**src/rtl/pixel_combinator_if.sv**
```systemverilog
// Queue-side and stream-side signals of the pixel_combinator.
// The master modport is the combinator; the slave modport is the queues plus the downstream sink.
interface pixel_combinator_if #(
    parameter int NUM_QUEUES = 4,
    parameter int DATA_WIDTH = 10,
    parameter int RBG_SIZE   = 24
);
    logic [NUM_QUEUES-1:0]          match_i;
    logic [NUM_QUEUES*RBG_SIZE-1:0] colour_i;
    logic [DATA_WIDTH-1:0]          xpixel_check_o;
    logic [DATA_WIDTH-1:0]          ypixel_check_o;
    logic [NUM_QUEUES-1:0]          pop_o;
    logic [RBG_SIZE-1:0]            colour_o;
    logic                           valid_o;
    logic                           ready_i;
    logic                           sof_o;
    logic                           eol_o;

    modport master (
        input  match_i, colour_i, ready_i,
        output xpixel_check_o, ypixel_check_o, pop_o, colour_o, valid_o, sof_o, eol_o
    );

    modport slave (
        output match_i, colour_i, ready_i,
        input  xpixel_check_o, ypixel_check_o, pop_o, colour_o, valid_o, sof_o, eol_o
    );
endinterface

```
**src/rtl/pixel_combinator.sv**
```systemverilog
// Raster-order scheduler: re-serialises per-engine queue heads into a left-to-right, top-to-bottom stream.
// Optional SEEK watchdog enabled by defining COMBINATOR_TIMEOUT_EN.
module pixel_combinator #(
    parameter int NUM_QUEUES     = 4,
    parameter int DATA_WIDTH     = 10,
    parameter int RBG_SIZE       = 24,
    parameter int X_SIZE         = 640,
    parameter int Y_SIZE         = 480,
    parameter int TIMEOUT_CYCLES = 1024
) (
    input  logic                  clk,
    input  logic                  reset,
    input  logic                  start,
    output logic                  busy_o,
    output logic                  multi_match_o,
    output logic                  timeout_o,
    pixel_combinator_if.master    bus
);

    typedef enum logic [1:0] {IDLE, SEEK, OUT} state_t;

    localparam logic [DATA_WIDTH-1:0] X_LAST    = DATA_WIDTH'(X_SIZE - 1);
    localparam logic [DATA_WIDTH-1:0] Y_LAST    = DATA_WIDTH'(Y_SIZE - 1);
    localparam logic [DATA_WIDTH-1:0] COORD_ONE = 1;
    localparam logic [NUM_QUEUES-1:0] MATCH_ONE = 1;

    state_t                state_q, state_d;
    logic [DATA_WIDTH-1:0] x_q, y_q;
    logic [RBG_SIZE-1:0]   colour_q;
    logic [NUM_QUEUES-1:0] pop_q;
    logic                  multi_q;

    logic                  any_match, multi, handshake, x_last, y_last;
    logic [NUM_QUEUES-1:0] sel_onehot;
    logic [RBG_SIZE-1:0]   sel_colour;
    logic                  take, substitute, to_hit;

    // Lowest-index match wins: the descending loop lets the last hit overwrite earlier ones.
    // NOTE: every always_comb output gets a default first so no path leaves it unassigned (no latch).
    always_comb begin
        any_match  = |bus.match_i;
        multi      = (bus.match_i & (bus.match_i - MATCH_ONE)) != '0;
        sel_onehot = '0;
        sel_colour = '0;
        for (int i = NUM_QUEUES - 1; i >= 0; i--) begin
            if (bus.match_i[i]) begin
                sel_onehot    = '0;
                sel_onehot[i] = 1'b1;
                sel_colour    = bus.colour_i[i*RBG_SIZE +: RBG_SIZE];
            end
        end
    end

    assign handshake = (state_q == OUT) && bus.ready_i;
    assign x_last    = (x_q == X_LAST);
    assign y_last    = (y_q == Y_LAST);

    always_comb begin
        state_d    = state_q;
        take       = 1'b0;
        substitute = 1'b0;
        unique case (state_q)
            IDLE: if (start) state_d = SEEK;
            SEEK: begin
                if (any_match) begin
                    take    = 1'b1;
                    state_d = OUT;
                end else if (to_hit) begin
                    substitute = 1'b1;
                    state_d    = OUT;
                end
            end
            OUT: if (handshake) state_d = (x_last && y_last) ? IDLE : SEEK;
            default: state_d = IDLE;
        endcase
    end

    // NOTE: sequential state uses non-blocking assignments so every register samples pre-edge values.
    // NOTE: every register here is control or datapath state and is reset; there is no storage array to exclude.
    always_ff @(posedge clk) begin
        if (reset) begin
            state_q  <= IDLE;
            x_q      <= '0;
            y_q      <= '0;
            colour_q <= '0;
            pop_q    <= '0;
            multi_q  <= 1'b0;
        end else begin
            state_q <= state_d;
            pop_q   <= take ? sel_onehot : '0;
            multi_q <= take & multi;
            if (take)            colour_q <= sel_colour;
            else if (substitute) colour_q <= '0;
            if (handshake) begin
                if (x_last) begin
                    x_q <= '0;
                    y_q <= y_last ? '0 : y_q + COORD_ONE;
                end else begin
                    x_q <= x_q + COORD_ONE;
                end
            end
        end
    end

`ifdef COMBINATOR_TIMEOUT_EN
    localparam int TW = (TIMEOUT_CYCLES > 1) ? $clog2(TIMEOUT_CYCLES) : 1;
    localparam logic [TW-1:0] TO_LAST = TW'(TIMEOUT_CYCLES - 1);
    localparam logic [TW-1:0] TO_ONE  = 1;

    logic [TW-1:0] to_cnt;
    logic          timeout_q;

    // The counter idles at zero outside SEEK, so it restarts on every SEEK entry.
    always_ff @(posedge clk) begin
        if (reset) begin
            to_cnt    <= '0;
            timeout_q <= 1'b0;
        end else begin
            to_cnt <= (state_q == SEEK && state_d == SEEK) ? to_cnt + TO_ONE : '0;
            if (substitute) timeout_q <= 1'b1;
        end
    end

    assign to_hit    = (state_q == SEEK) && (to_cnt == TO_LAST);
    assign timeout_o = timeout_q;
`else
    localparam int unused_timeout_cycles = TIMEOUT_CYCLES;
    assign to_hit    = 1'b0;
    assign timeout_o = 1'b0;
`endif

    assign busy_o             = (state_q != IDLE);
    assign multi_match_o      = multi_q;
    assign bus.xpixel_check_o = x_q;
    assign bus.ypixel_check_o = y_q;
    assign bus.pop_o          = pop_q;
    assign bus.colour_o       = colour_q;
    assign bus.valid_o        = (state_q == OUT);
    assign bus.sof_o          = bus.valid_o && (x_q == '0) && (y_q == '0);
    assign bus.eol_o          = bus.valid_o && x_last;

endmodule

```
**src/flat_wrapper.sv**
```systemverilog
// flat-port wrapper written by rule: the top's interface ports become plain ports
module pixel_combinator_flat 
#(
    parameter int NUM_QUEUES     = 4,
    parameter int DATA_WIDTH     = 10,
    parameter int RBG_SIZE       = 24,
    parameter int X_SIZE         = 640,
    parameter int Y_SIZE         = 480,
    parameter int TIMEOUT_CYCLES = 1024
)
  (clk, reset, start, busy_o, multi_match_o, timeout_o, bus_match_i, bus_colour_i, bus_ready_i, bus_xpixel_check_o, bus_ypixel_check_o, bus_pop_o, bus_colour_o, bus_valid_o, bus_sof_o, bus_eol_o);
  pixel_combinator_if #(.NUM_QUEUES(NUM_QUEUES), .DATA_WIDTH(DATA_WIDTH), .RBG_SIZE(RBG_SIZE)) bus_i ();
  input  logic clk;
  input  logic reset;
  input  logic start;
  output logic busy_o;
  output logic multi_match_o;
  output logic timeout_o;
  input wire logic [$bits(bus_i.match_i)-1:0] bus_match_i;
  input wire logic [$bits(bus_i.colour_i)-1:0] bus_colour_i;
  input wire logic [$bits(bus_i.ready_i)-1:0] bus_ready_i;
  output wire logic [$bits(bus_i.xpixel_check_o)-1:0] bus_xpixel_check_o;
  output wire logic [$bits(bus_i.ypixel_check_o)-1:0] bus_ypixel_check_o;
  output wire logic [$bits(bus_i.pop_o)-1:0] bus_pop_o;
  output wire logic [$bits(bus_i.colour_o)-1:0] bus_colour_o;
  output wire logic [$bits(bus_i.valid_o)-1:0] bus_valid_o;
  output wire logic [$bits(bus_i.sof_o)-1:0] bus_sof_o;
  output wire logic [$bits(bus_i.eol_o)-1:0] bus_eol_o;
  assign bus_i.match_i = bus_match_i;
  assign bus_i.colour_i = bus_colour_i;
  assign bus_i.ready_i = bus_ready_i;
  assign bus_xpixel_check_o = bus_i.xpixel_check_o;
  assign bus_ypixel_check_o = bus_i.ypixel_check_o;
  assign bus_pop_o = bus_i.pop_o;
  assign bus_colour_o = bus_i.colour_o;
  assign bus_valid_o = bus_i.valid_o;
  assign bus_sof_o = bus_i.sof_o;
  assign bus_eol_o = bus_i.eol_o;
  pixel_combinator #(.NUM_QUEUES(NUM_QUEUES), .DATA_WIDTH(DATA_WIDTH), .RBG_SIZE(RBG_SIZE), .X_SIZE(X_SIZE), .Y_SIZE(Y_SIZE), .TIMEOUT_CYCLES(TIMEOUT_CYCLES)) u_core (.clk(clk), .reset(reset), .start(start), .busy_o(busy_o), .multi_match_o(multi_match_o), .timeout_o(timeout_o), .bus(bus_i));
endmodule
```
**config.mk**
```make
export PLATFORM = sky130hd
export DESIGN_NAME = pixel_combinator_flat
export DESIGN_NICKNAME = d
export VERILOG_FILES = /design/src/rtl/pixel_combinator_if.sv /design/src/rtl/pixel_combinator.sv /design/src/flat_wrapper.sv
export SDC_FILE = /design/constraint.sdc
export NUM_CORES = 1
export LEC_CHECK = 0
export ABC_CLOCK_PERIOD_IN_PS = 4800
export BUFFER_PORTS_ARGS = -buffer_cell sky130_fd_sc_hd__buf_2
export CAP_MARGIN = 15
export CORE_ASPECT_RATIO = 0.8
export CORE_UTILIZATION = 47
export CTS_CLUSTER_DIAMETER = 200
export CTS_CLUSTER_SIZE = 16
export DETAILED_ROUTE_END_ITERATION = 10
export PLACE_DENSITY_LB_ADDON = 0.15
export SYNTH_ARGS = -nofsm -noshare
export SYNTH_HDL_FRONTEND = slang
export SYNTH_SLANG_ARGS = --single-unit
```
**constraint.sdc**
```tcl
create_clock -name clk -period 4.8 [get_ports clk]
set_input_delay 0.24 -clock clk [delete_from_list [all_inputs] [get_ports clk]]
set_output_delay 0.24 -clock clk [all_outputs]
set_load 0.02 [all_outputs]
```
==> summary.md, run 1 <==
| Metric | Value |
|---|---|
| Peak VDD IR | 0.0001360 V |
| Vias in the first global route | 2,806 |
| Most frequent cell after synthesis | dfxtp_1 |
| Leak Pwr | 1.547 nW |
| Synth Area in Compound Gates | 24.34% |
| Crit end category | output port |
| Clock Pin Slew Worst Setup and Hold Paths | 0.09 ns |
| Adder-cell share of the synthesized area | 1.848% |
| Post-CTS sizing | 0 |
| Clock H-tree levels | 2 |
| Layout fillers | 526 |
| Tmin final | 2.268 ns |
| Largest family of logic cells by synthesized area | simple AND/OR/NAND/NOR gates |
| Post-DRT Antenna Nets | 0 |
| Mapped Area | 0.002709 mm^2 |
| Post-synth EDFFs | 0 |
| IO buf count | 156 |
| Core footprint | 0.005495 mm^2 |
| Yosys reg bits | 51 |
| DP HPWL | 5931 um |
| Largest cells by area after synthesis | dfxtp_1 38%, a21oi_1 7.8%, a221oi_1 7.8% |
| Worst hold path depth | 3 |
| CTS root buf | clkbuf_8 |
| Die Span Y | 69.90 um |
| Layout Nets | 579 |
| Syn avg cell area | 8.038 um^2 |
| Mux cell area share after synthesis | 0% |
| Routed vias/inst | 5.642 |
| Die area | 0.006073 mm^2 |
| Syn Nets | 445 |
| Power, Total | 0.8918 mW |
| Largest net degree at the start of global routing | 44 |
| Fin crit share | 47.24% |
| Chip width | 86.88 um |
| Worst R2R Path Depth | 5 |
| Worst slew margin | 32.38% |
| PD cells | 252.0 mW/mm^2 |
| Placer congestion estimate | 0.8272 |
| RSZ-0062 raised after global routing | false |
| Share of cells above drive strength 1 | 36.02% |
| Drt drc | 0 |
| Endpoints failing setup | 0 |
| Slew @ Worst Pin | 1.010 ns |
| Worst-path fanout max | 6 |
| Num CTS Buffers | 5 |
| Worst Skew | 0.007710 ns |
| CTS Buffer Depth | 2 |
| Num rows | 24 |
| Crit-path max cell delay | 0.43 ns |
| WL final | 8091 um |
| Critical-path top delay cell | dfxtp_1 |
| Global route total overflow | 0 |
| Ys Warns | 0 |
| CTS tree | yes |
| First-pass GRT wire length | 12,980 um |
| WL per Instance | 14.71 um |
| Syn Inst Count | 337 |
| Latest clock arrival within the worst-skew pair | 0.31 ns |
| Top cells by count, synth | 51 x dfxtp_1, 42 x a21oi_1, 37 x nand2_1 |
| Max frequency | 0.4410 GHz |
| Overall Global Routing Usage | 26.91% |
| Vias | 3,103 |
| Post-synthesis simple-gate area fraction | 27.62% |
| Synth-to-layout area growth | 30.62% |
| Final instance area | 0.003538 mm^2 |
| Sum Neg Setup Slack | 0 ns |
| Post-synthesis xor/xnor area fraction | 1.940% |
| Critical Path RT | 4.56 ns |
| Unique masters post-synth | 41 |
| Max Cap Viol | 0 |
| Startpoint types | flip-flop |
| Setup bufs post-CTS | 0 |
| Top_reg_cell synth | dfxtp_1 |
| Antenna cells | 0 |
| Initial DRT Pass Iterations | 4 |
| 1st-iter DRT viols | 129 |
| IO Count | 158 |
| Sequential fraction of the synthesis area | 37.69% |
| CTS Hold Buffers Added | 0 |
| Cells along the critical path | ha_1 -> and3_1 -> nand3_1 -> nor3b_1 -> buf_2 |
| Cell Area, Placed | 0.003450 mm^2 |
| Max Transition Viols Final | 0 |
| Post-synth ARST share | 0% |
| Worst hold path type | in -> reg |
| Initial Util | 49.29% |
| Area share of the largest cell type after synthesis | 37.69% |
| Outcome | complete, no violations |
| Synth area leader | dfxtp_1 |
| Antenna violations before repair | 0 |
| Final hold vios | 0 |
| Crit Path Category | reg -> out |
| Critical path arrival | 2.03 ns |
| Clk sink count | 51 |
## metrics by stage
stage | setup WS (ns) | cells | util [%] | hold WS, ns
after floorplan | 2.865 | 337 | - | 0.3583
after global placement | 2.549 | 542 | 62.77 | 0.4395
after detailed placement | 2.489 | 542 | 62.77 | 0.4459
after CTS | 2.556 | 550 | 64.39 | 0.1726
after global routing | 2.392 | 550 | 64.39 | 0.1893
final | 2.532 | 550 | 64.39 | 0.1811
## kinds of logic (layout without fill, tap and decap cells)
kind of cell | count (synthesis) | in the layout
AOI/OAI and AO/OA | 103 | 103
xor gates and xnor gates | 6 | 6
adders and majority gates | 4 | 4
buffers and inverters | 37 | 172
DFF | 51 | 51
other | 1 | 1
and+or+nand+nor | 135 | 135
## cell usage in the layout (no fill, tap or decap), types with 5 or more instances in the layout
| master | instances |
|---|---|
| buf_2 | 156 |
| o22ai_1 | 23 |
| clkbuf_8 | 5 |
| or3_1 | 28 |
| nand4_1 | 6 |
| a21oi_1 | 42 |
| inv_1 | 7 |
| nor2_1 | 14 |
| dfxtp_1 | 51 |
| nand2_1 | 37 |
| or4_1 | 5 |
| nor4_1 | 5 |
| nand3_1 | 14 |
| a221oi_1 | 24 |
| o21ai_0 | 5 |
## worst paths after layout
kind	from	endpoint	slack, ns
max reg2reg	u_core.bus.xpixel_check_o[1]	u_core.bus.ypixel_check_o[9]	2.71
min reg2reg	u_core.bus.colour_o[8]	u_core.bus.colour_o[8]	0.46
max	u_core.bus.xpixel_check_o[1]	bus_eol_o	2.53
min	bus_match_i[3]	u_core.bus.pop_o[3]	0.18
## power breakdown
part	total [mW]	switching, mW	internal [mW]
clock	0.246	0.144	0.102
combinational	0.191	0.110	0.0806
sequential	0.455	0.0121	0.443
total	0.892	0.267	0.625
## worst max-delay path, delay by kind of cell, from the launching register on
kind | cells | cell delay (ns)
and+or+nand+nor | 3 | 0.85
buffers and inverters | 1 | 0.22
DFF | 1 | 0.43
adders and majority gates | 1 | 0.23
## per-layer routing
layer	vias up	part of all wire (%)	track usage [%]
met5	-	0	0
met4	0	1.2	7.593
met3	10	7.5	7.683
met2	129	47	41.73
met1	1432	44	36.39
li1	1532	-	-
## flip-flops by register name (all words and copies together) (netlist names)
name and count:
u_core.multi_match_o 1, u_core.state_q 2, u_core.bus.xpixel_check_o 10, u_core.bus.ypixel_check_o 10, u_core.bus.pop_o 4, u_core.bus.colour_o 24
## final cells by class
cell class	count	area [um^2]	share of cell area, %
multi-input cells	249	1516	42.86
repair buffers	157	788.3	22.28
clock buffers	5	68.82	1.945
flip-flops and latches	51	1021	28.85
inverters	7	26.28	0.7426
clock inverters	3	20.02	0.5658
well taps	78	97.59	2.758
Power figures use the tool's default switching activity.
==> run 2: changes to the inputs <==
- ABC_AREA: default -> 1
- ABC_CLOCK_PERIOD_IN_PS: 4800 -> 2100
- CORE_UTILIZATION: 47 -> 46
- clock period: 4.8 -> 2.1 ns (I/O delays scaled with it)
==> run 2 against run 1 <==
Effect of this change: flip-flop and latch count stayed put; synthesized area up 11%; count of clock-buffer cells in the layout grew 3; global-route usage decreased by 0.55 points; sequential share of layout area is 2.5 points lower; via count grew 11%; synthesized cell count increased by 30%; critical endpoint is now u_core.bus.ypixel_check_o[3]; largest cell class unchanged.
==> summary.md, run 2 <==
| Metric | Value |
|---|---|
| Fin crit share | 85.82% |
| Largest net degree at the start of global routing | 27 (was 44) |
| Num CTS Buffers | 5 (unchanged) |
| Net Sw Power | 1.109 mW (was 0.2666 mW) |
| WHS Endpoint | u_core.bus.pop_o[3] (unchanged) |
| Die area | 0.006852 mm^2 (was 0.006073 mm^2) |
| Latest clock arrival within the worst-skew pair | 0.31 ns (about the same) |
| R2r endpoint | u_core.bus.ypixel_check_o[3] (was u_core.bus.ypixel_check_o[9]) |
| Routed vias/inst | 5.126 (was 5.642) |
| Peak VDD IR | 0.0003879 V (was 0.0001360 V) |
| Endpoints failing setup | 0 (unchanged) |
| Clock H-tree levels | 2 (unchanged) |
| Crit end category | flip-flop (was output port) |
| First-pass GRT wire length | 14,290 um (was 12,980 um) |
| Post-synth ARST share | 0% (unchanged) |
| Worst slew margin | 64.75% (was 32.38%) |
| Mapped Area | 0.003000 mm^2 (was 0.002709 mm^2) |
| Top cells by count, synth | 142 x nand2_1, 51 x dfxtp_1, 35 x inv_1 (was 51 x dfxtp_1, 42 x a21oi_1, 37 x nand2_1) |
| Die Span Y | 74.24 um (was 69.90 um) |
| DP HPWL | 6820 um (was 5931 um) |
| IO Count | 158 (unchanged) |
| WP buf/inv | 0 (was 1) |
| Sum Neg Setup Slack | 0 ns (unchanged) |
| Syn avg cell area | 6.866 um^2 (was 8.038 um^2) |
| Chip width | 92.30 um (was 86.88 um) |
| Unique masters post-synth | 33 (was 41) |
| Hold_sp | bus_match_i[2] (was bus_match_i[3]) |
| WL final | 8781 um (was 8091 um) |
| Max reg flops | 24 (unchanged) |
| Syn Inst Count | 437 (was 337) |
| Most frequent cell after synthesis | nand2_1 (was dfxtp_1) |
| Clk pwr share | 21.3% (was 27.5%) |
| RSZ-0062 raised after global routing | false (unchanged) |
| CTS root buf | clkbuf_8 (unchanged) |
| Initial DRT Pass Iterations | 5 (was 4) |
| CTS Hold Buffers Added | 0 (unchanged) |
| Flop pwr share | 42.1% (was 51.0%) |
| Syn Nets | 545 (was 445) |
| Antenna violations before repair | 0 (unchanged) |
| Synth-to-layout area growth | 29.27% (was 30.62%) |
| Ys Warns | 0 (unchanged) |
| Final hold vios | 0 (unchanged) |
| Overall Global Routing Usage | 26.36% (was 26.91%) |
| Max frequency | 0.5549 GHz |
| Clk sink count | 51 (unchanged) |
| Placer congestion estimate | 0.9124 (was 0.8272) |
| Post-DRT Antenna Nets | 0 (unchanged) |
| Startpoint types | flip-flop (unchanged) |
| Tmin final | 1.802 ns |
| CTS tree | yes (unchanged) |
| Worst R2R Path Depth | 8 (was 5) |
| Crit-path max cell delay | 0.46 ns (was 0.43 ns) |
| Largest cells by area after synthesis | dfxtp_1 34%, nand2_1 18%, nand3_2 6.0% (was dfxtp_1 38%, a21oi_1 7.8%, a221oi_1 7.8%) |
| Cells along the critical path | ha_1 -> nand2_1 -> nor2_1 -> nand3_1 -> nand2_1 -> nand2_2 -> o21ai_0 -> nor2_1 (was ha_1 -> and3_1 -> nand3_1 -> nor3b_1 -> buf_2) |
| PD cells | 749.2 mW/mm^2 (was 252.0 mW/mm^2) |
| Worst reg-to-reg setup slack | 0.30 ns (was 2.71 ns) |
| Yosys reg bits | 51 (unchanged) |
| Critical Path RT | 2.30 ns (was 4.56 ns) |
| Top_reg_cell synth | dfxtp_1 (unchanged) |
| Core footprint | 0.006100 mm^2 (was 0.005495 mm^2) |
| Commonest cells after routing, fill and taps aside | 156 x buf_2, 142 x nand2_1, 51 x dfxtp_1 (was 156 x buf_2, 51 x dfxtp_1, 42 x a21oi_1) |
| Cell-internal power | 1.797 mW (was 0.6252 mW) |
| Num rows | 25 (was 24) |
| Critical-path top delay cell | dfxtp_1 (unchanged) |
| Post-synth EDFFs | 0 (unchanged) |
| Worst-path fanout max | 7 (was 6) |
| Outcome | complete, no violations (unchanged) |
| Global route total overflow | 0 (unchanged) |
| Worst hold path depth | 2 (was 3) |
| Layout Nets | 695 (was 579) |
| Antenna cells | 0 (unchanged) |
| Vias in the first global route | 3,200 (was 2,806) |
| Slew @ Worst Pin | 0.5275 ns (was 1.010 ns) |
| Critical R2R Launch | u_core.bus.ypixel_check_o[0] (was u_core.bus.xpixel_check_o[1]) |
| Post-CTS sizing | 0 (unchanged) |
| Max Transition Viols Final | 0 (unchanged) |
| Initial Util | 49.19% (was 49.29%) |
| Switch share | 38.17% (was 29.89%) |
| IO buf count | 156 (unchanged) |
| Leak Pwr | 1.972 nW (was 1.547 nW) |
| Area share of the largest cell type after synthesis | 34.03% (was 37.69%) |
| Setup bufs post-CTS | 0 (unchanged) |
| Synth area leader | dfxtp_1 (unchanged) |
| 1st-iter DRT viols | 228 (was 129) |
| Sequential fraction of the synthesis area | 34.03% (was 37.69%) |
| Crit path max-delay family | simple AND/OR/NAND/NOR gates (unchanged) |
| Hold_ws | 0.05076 ns (was 0.1811 ns) |
| Clock Pin Slew Worst Setup and Hold Paths | 0.10 ns (was 0.09 ns) |
| WL per Instance | 13.13 um (was 14.71 um) |
| CTS Buffer Depth | 2 (unchanged) |
| Comb power frac | 36.6% (was 21.4%) |
| Commonest non-fill, non-tap cell in the layout | buf_2 (unchanged) |
| Max Cap Viol | 0 (unchanged) |
| Worst hold path type | in -> reg (unchanged) |
| Drt drc | 0 (unchanged) |
| Crit Path Category | reg -> reg (was reg -> out) |
| Worst Skew | 0.01233 ns (was 0.007710 ns) |
| Share of cells above drive strength 1 | 35.03% (was 36.02%) |
| Critical path arrival | 2.00 ns (was 2.03 ns) |
| Vias | 3,429 (was 3,103) |
[run 2: routing by layer]
layer	vias up	GRT usage, %	wire length (um)
met5	-	0	0
li1	1749	-	-
met1	1537	33.31	4049
met2	128	45.61	4011
met4	0	8.333	144
met3	15	5.726	576
[run 2: power groups by stage]
stage	Sequential, mW	Clock (mW)	Combinational [mW]
after floorplan	1.41	0	0.612
after global placement	1.24	0	1.06
after detailed placement	1.24	0	1.07
after CTS	1.22	0.631	1.07
after global routing	1.24	0.672	1.17
final	1.22	0.620	1.06
[run 2: worst max-delay path by stage]
stage,cells after the start,from,endpoint
after CTS,6,u_core.bus.xpixel_check_o[0],bus_eol_o
after global routing,6,u_core.bus.xpixel_check_o[0],bus_eol_o
after floorplan,8,u_core.bus.xpixel_check_o[0],u_core.state_q[0]
after detailed placement,8,u_core.bus.ypixel_check_o[0],u_core.bus.ypixel_check_o[3]
after global placement,8,u_core.bus.ypixel_check_o[0],u_core.bus.ypixel_check_o[3]
final,8,u_core.bus.ypixel_check_o[0],u_core.bus.ypixel_check_o[3]
[run 2: kinds of logic after synthesis]
family                     count (synthesis)  synth area share [%]
AOI/OAI and AO/OA                         69                 13.72
xor gates and xnor gates                   3                0.8759
adders and majority gates                  4                 1.668
buffers and inverters                     61                 10.47
DFF                                       51                 34.03
other                                      1                0.1250
and+or+nand+nor                          248                 39.12
[run 2: per-stage QoR]
step                total power, mW  setup slack (ns)  utilization, %  std cells  area [um^2]
detailed placement            2.313            0.4080           61.95        661         3779
global route                  3.080            0.1852           63.59        669         3879
global placement              2.295            0.5175           61.95        661         3779
finish                        2.906            0.2977           63.59        669         3879
CTS                           2.926            0.3244           63.59        669         3879
floorplan                     2.021            0.4153               -        437         3000
[run 2: final cells by class]
class / instances / area, um^2
Inverter: 40 / 150.1
Clock buffer: 8 / 100.1
Fill cell: 600 / 2221
Multi-Input combinational cell: 325 / 1665
Tap cell: 81 / 101.3
Sequential cell: 51 / 1021
Timing Repair Buffer: 164 / 840.8
==> run 3: changes to the inputs <==
- PLACE_DENSITY: default -> 0.88
- PLACE_DENSITY_LB_ADDON: 0.15 -> default
==> run 3 against run 2 <==
Effect of this change: routed wire length increased by 5.5%; largest cell class unchanged; count of clock-buffer cells in the layout decreased by 3; core utilization increased by 0.47 points; highest routed layer unchanged; fmax decreased by 0.19%; cell count decreased by 0.15%.
==> summary.md, run 3 (synthesis gave the netlist of run 2 again) <==
| Metric | Value |
|---|---|
| Net Sw Power | 1.151 mW (was 1.109 mW) |
| Num rows | 25 (unchanged) |
| Die area | 0.006852 mm^2 (unchanged) |
| Crit path top cell by count | nor2_1 |
| WL per Instance | 13.87 um (was 13.13 um) |
| Vias in the first global route | 3,342 (was 3,200) |
| Worst hold path type | in -> reg (unchanged) |
| Flop pwr share | 39.3% (was 42.1%) |
| Tmin final | 1.806 ns (was 1.802 ns) |
| Area of the multi-input gates | 0.001665 mm^2 (unchanged) |
| Post-DRT Antenna Nets | 0 (unchanged) |
| Initial Util | 49.19% (unchanged) |
| Crit path max-delay family | simple AND/OR/NAND/NOR gates (unchanged) |
| Slew @ Worst Pin | 0.9144 ns (was 0.5275 ns) |
| Vias | 3,541 (was 3,429) |
| IO Count | 158 (unchanged) |
| Commonest cells after routing, fill and taps aside | 156 x buf_2, 142 x nand2_1, 51 x dfxtp_1 (unchanged) |
| Outcome | complete, no violations (unchanged) |
| Placer congestion estimate | 0.9194 (was 0.9124) |
| Clock H-tree levels | 2 (unchanged) |
| Peak VDD IR | 0.0005446 V (was 0.0003879 V) |
| Cell Area, Placed | 0.003771 mm^2 (was 0.003779 mm^2) |
| Max Cap Viol | 0 (unchanged) |
| Core footprint | 0.006100 mm^2 (unchanged) |
| Switch share | 36.88% (was 38.17%) |
| Endpoints failing setup | 0 (unchanged) |
| Antenna cells | 0 (unchanged) |
| Max Transition Viols Final | 0 (unchanged) |
| CTS Buffer Depth | 2 (unchanged) |
| Layout fillers | 540 (was 600) |
| WL final | 9262 um (was 8781 um) |
| RSZ-0062 raised after global routing | false (unchanged) |
| Clk sink count | 51 (unchanged) |
| CTS Hold Buffers Added | 0 (unchanged) |
| Largest net degree at the start of global routing | 27 (unchanged) |
| Worst-path fanout max | 6 (was 7) |
| Final instance area | 0.003908 mm^2 (was 0.003879 mm^2) |
| Power, Total | 3.121 mW (was 2.906 mW) |
| Hold_ws | 0.01392 ns (was 0.05076 ns) |
| Max frequency | 0.5538 GHz (was 0.5549 GHz) |
| Critical Path RT | 2.00 ns (was 2.30 ns) |
| Commonest non-fill, non-tap cell in the layout | buf_2 (unchanged) |
| IO buf count | 156 (unchanged) |
| Initial DRT Pass Iterations | 5 (unchanged) |
| Antenna violations before repair | 0 (unchanged) |
| Max reg flops | 24 (unchanged) |
| Worst slew margin | 38.89% (was 64.75%) |
| First-pass GRT wire length | 15,030 um (was 14,290 um) |
| Layout Nets | 694 (was 695) |
| WP buf/inv | 1 (was 0) |
| Cell-internal power | 1.970 mW (was 1.797 mW) |
| Num CTS Buffers | 5 (unchanged) |
| Setup bufs post-CTS | 0 (unchanged) |
| Leak Pwr | 1.981 nW (was 1.972 nW) |
| Fin crit share | 85.98% (was 85.82%) |
| CTS root buf | clkbuf_8 (unchanged) |
| Drt drc | 0 (unchanged) |
| Startpoint types | flip-flop (unchanged) |
| Comb power frac | 34.4% (was 36.6%) |
| Crit end category | output port (was flip-flop) |
| DP HPWL | 7063 um (was 6820 um) |
| CTS tree | yes (unchanged) |
| Sum Neg Setup Slack | 0 ns (unchanged) |
| PD cells | 798.6 mW/mm^2 (was 749.2 mW/mm^2) |
| Latest clock arrival within the worst-skew pair | 0.31 ns (about the same) |
| Crit-path max cell delay | 0.41 ns (was 0.46 ns) |
| Share of cells above drive strength 1 | 35.09% (was 35.03%) |
| Worst Skew | 0.01476 ns (was 0.01233 ns) |
| Synth-to-layout area growth | 30.23% (was 29.27%) |
| 1st-iter DRT viols | 207 (was 228) |
| Chip width | 92.30 um (unchanged) |
| Die Span Y | 74.24 um (unchanged) |
| Clock Pin Slew Worst Setup and Hold Paths | 0.10 ns (about the same) |
| Global route total overflow | 0 (unchanged) |
| Overall Global Routing Usage | 27.28% (was 26.36%) |
| Post-CTS sizing | 0 (unchanged) |
| Final hold vios | 0 (unchanged) |
| Crit Path Category | reg -> out (was reg -> reg) |
| Critical-path top delay cell | dfxtp_1 (unchanged) |
| Cells along the critical path | ha_1 -> nand3_1 -> nor2_1 -> nand2_1 -> nor2_1 -> buf_2 (was ha_1 -> nand2_1 -> nor2_1 -> nand3_1 -> nand2_1 -> nand2_2 -> o21ai_0 -> nor2_1) |
| Storage cell area | 0.001021 mm^2 (unchanged) |
| Critical path arrival | 1.70 ns (was 2.00 ns) |
| Clk pwr share | 26.3% (was 21.3%) |
| Routed vias/inst | 5.301 (was 5.126) |
-- run 3: changes by cell type in the layout (fill, tap and decap cells not counted) --
cell / before / now
clkbuf_1: 1 / 0
clkinvlp_4: 0 / 1
bufinv_16: 0 / 2
clkbuf_8: 7 / 5
buf_4: 8 / 7
-- run 3: per-stage QoR --
| step | instances | util (%) | worst slack, ns |
|---|---|---|---|
| 2_1_floorplan | 437 | - | 0.4153 |
| 3_3_place_gp | 660 | 61.83 | 0.5425 |
| 3_5_place_dp | 660 | 61.83 | 0.4793 |
| 4_1_cts | 668 | 64.06 | 0.3128 |
| 5_1_grt | 668 | 64.06 | 0.1966 |
| 6_report | 668 | 64.06 | 0.2944 |
-- run 3: final timing paths --
| check | slack, ns | cells after the start | end | from |
|---|---|---|---|---|
| max | 0.29 | 6 | bus_eol_o | u_core.bus.xpixel_check_o[0] |
| min | 0.01 | 2 | u_core.bus.pop_o[3] | bus_match_i[2] |
| max reg2reg | 0.38 | 8 | u_core.bus.ypixel_check_o[3] | u_core.bus.ypixel_check_o[0] |
| min reg2reg | 0.47 | 2 | u_core.bus.colour_o[21] | u_core.bus.colour_o[21] |
-- run 3: per-layer routing --
metal	GRT usage (%)	share of wire [%]
met5	0	0
met4	10.59	2.8
met3	5.930	8.0
met2	45.69	46
met1	34.92	43
-- run 3: worst register-to-register path: cells and delay by family, from the launching register on --
kind                       cells  cell delay (ns)
adders and majority gates      1             0.23
DFF                            1             0.45
and+or+nand+nor                6             0.85
AOI/OAI and AO/OA              1             0.09
-- run 3: layout make-up --
class | count | area share, %
Clock buffer | 5 | 1.761
Inverter | 40 | 3.842
Tap cell | 81 | 2.594
Sequential cell | 51 | 26.13
Clock inverter | 3 | 1.729
Timing Repair Buffer | 163 | 21.33
Multi-Input combinational cell | 325 | 42.62
-- run 3: power groups by stage --
stage | logic (mW) | registers [mW] | clock network (mW)
global route | 1.17 | 1.25 | 0.860
global placement | 1.04 | 1.24 | 0
floorplan | 0.612 | 1.41 | 0
detailed placement | 1.06 | 1.25 | 0
CTS | 1.07 | 1.23 | 0.828
finish | 1.07 | 1.23 | 0.822
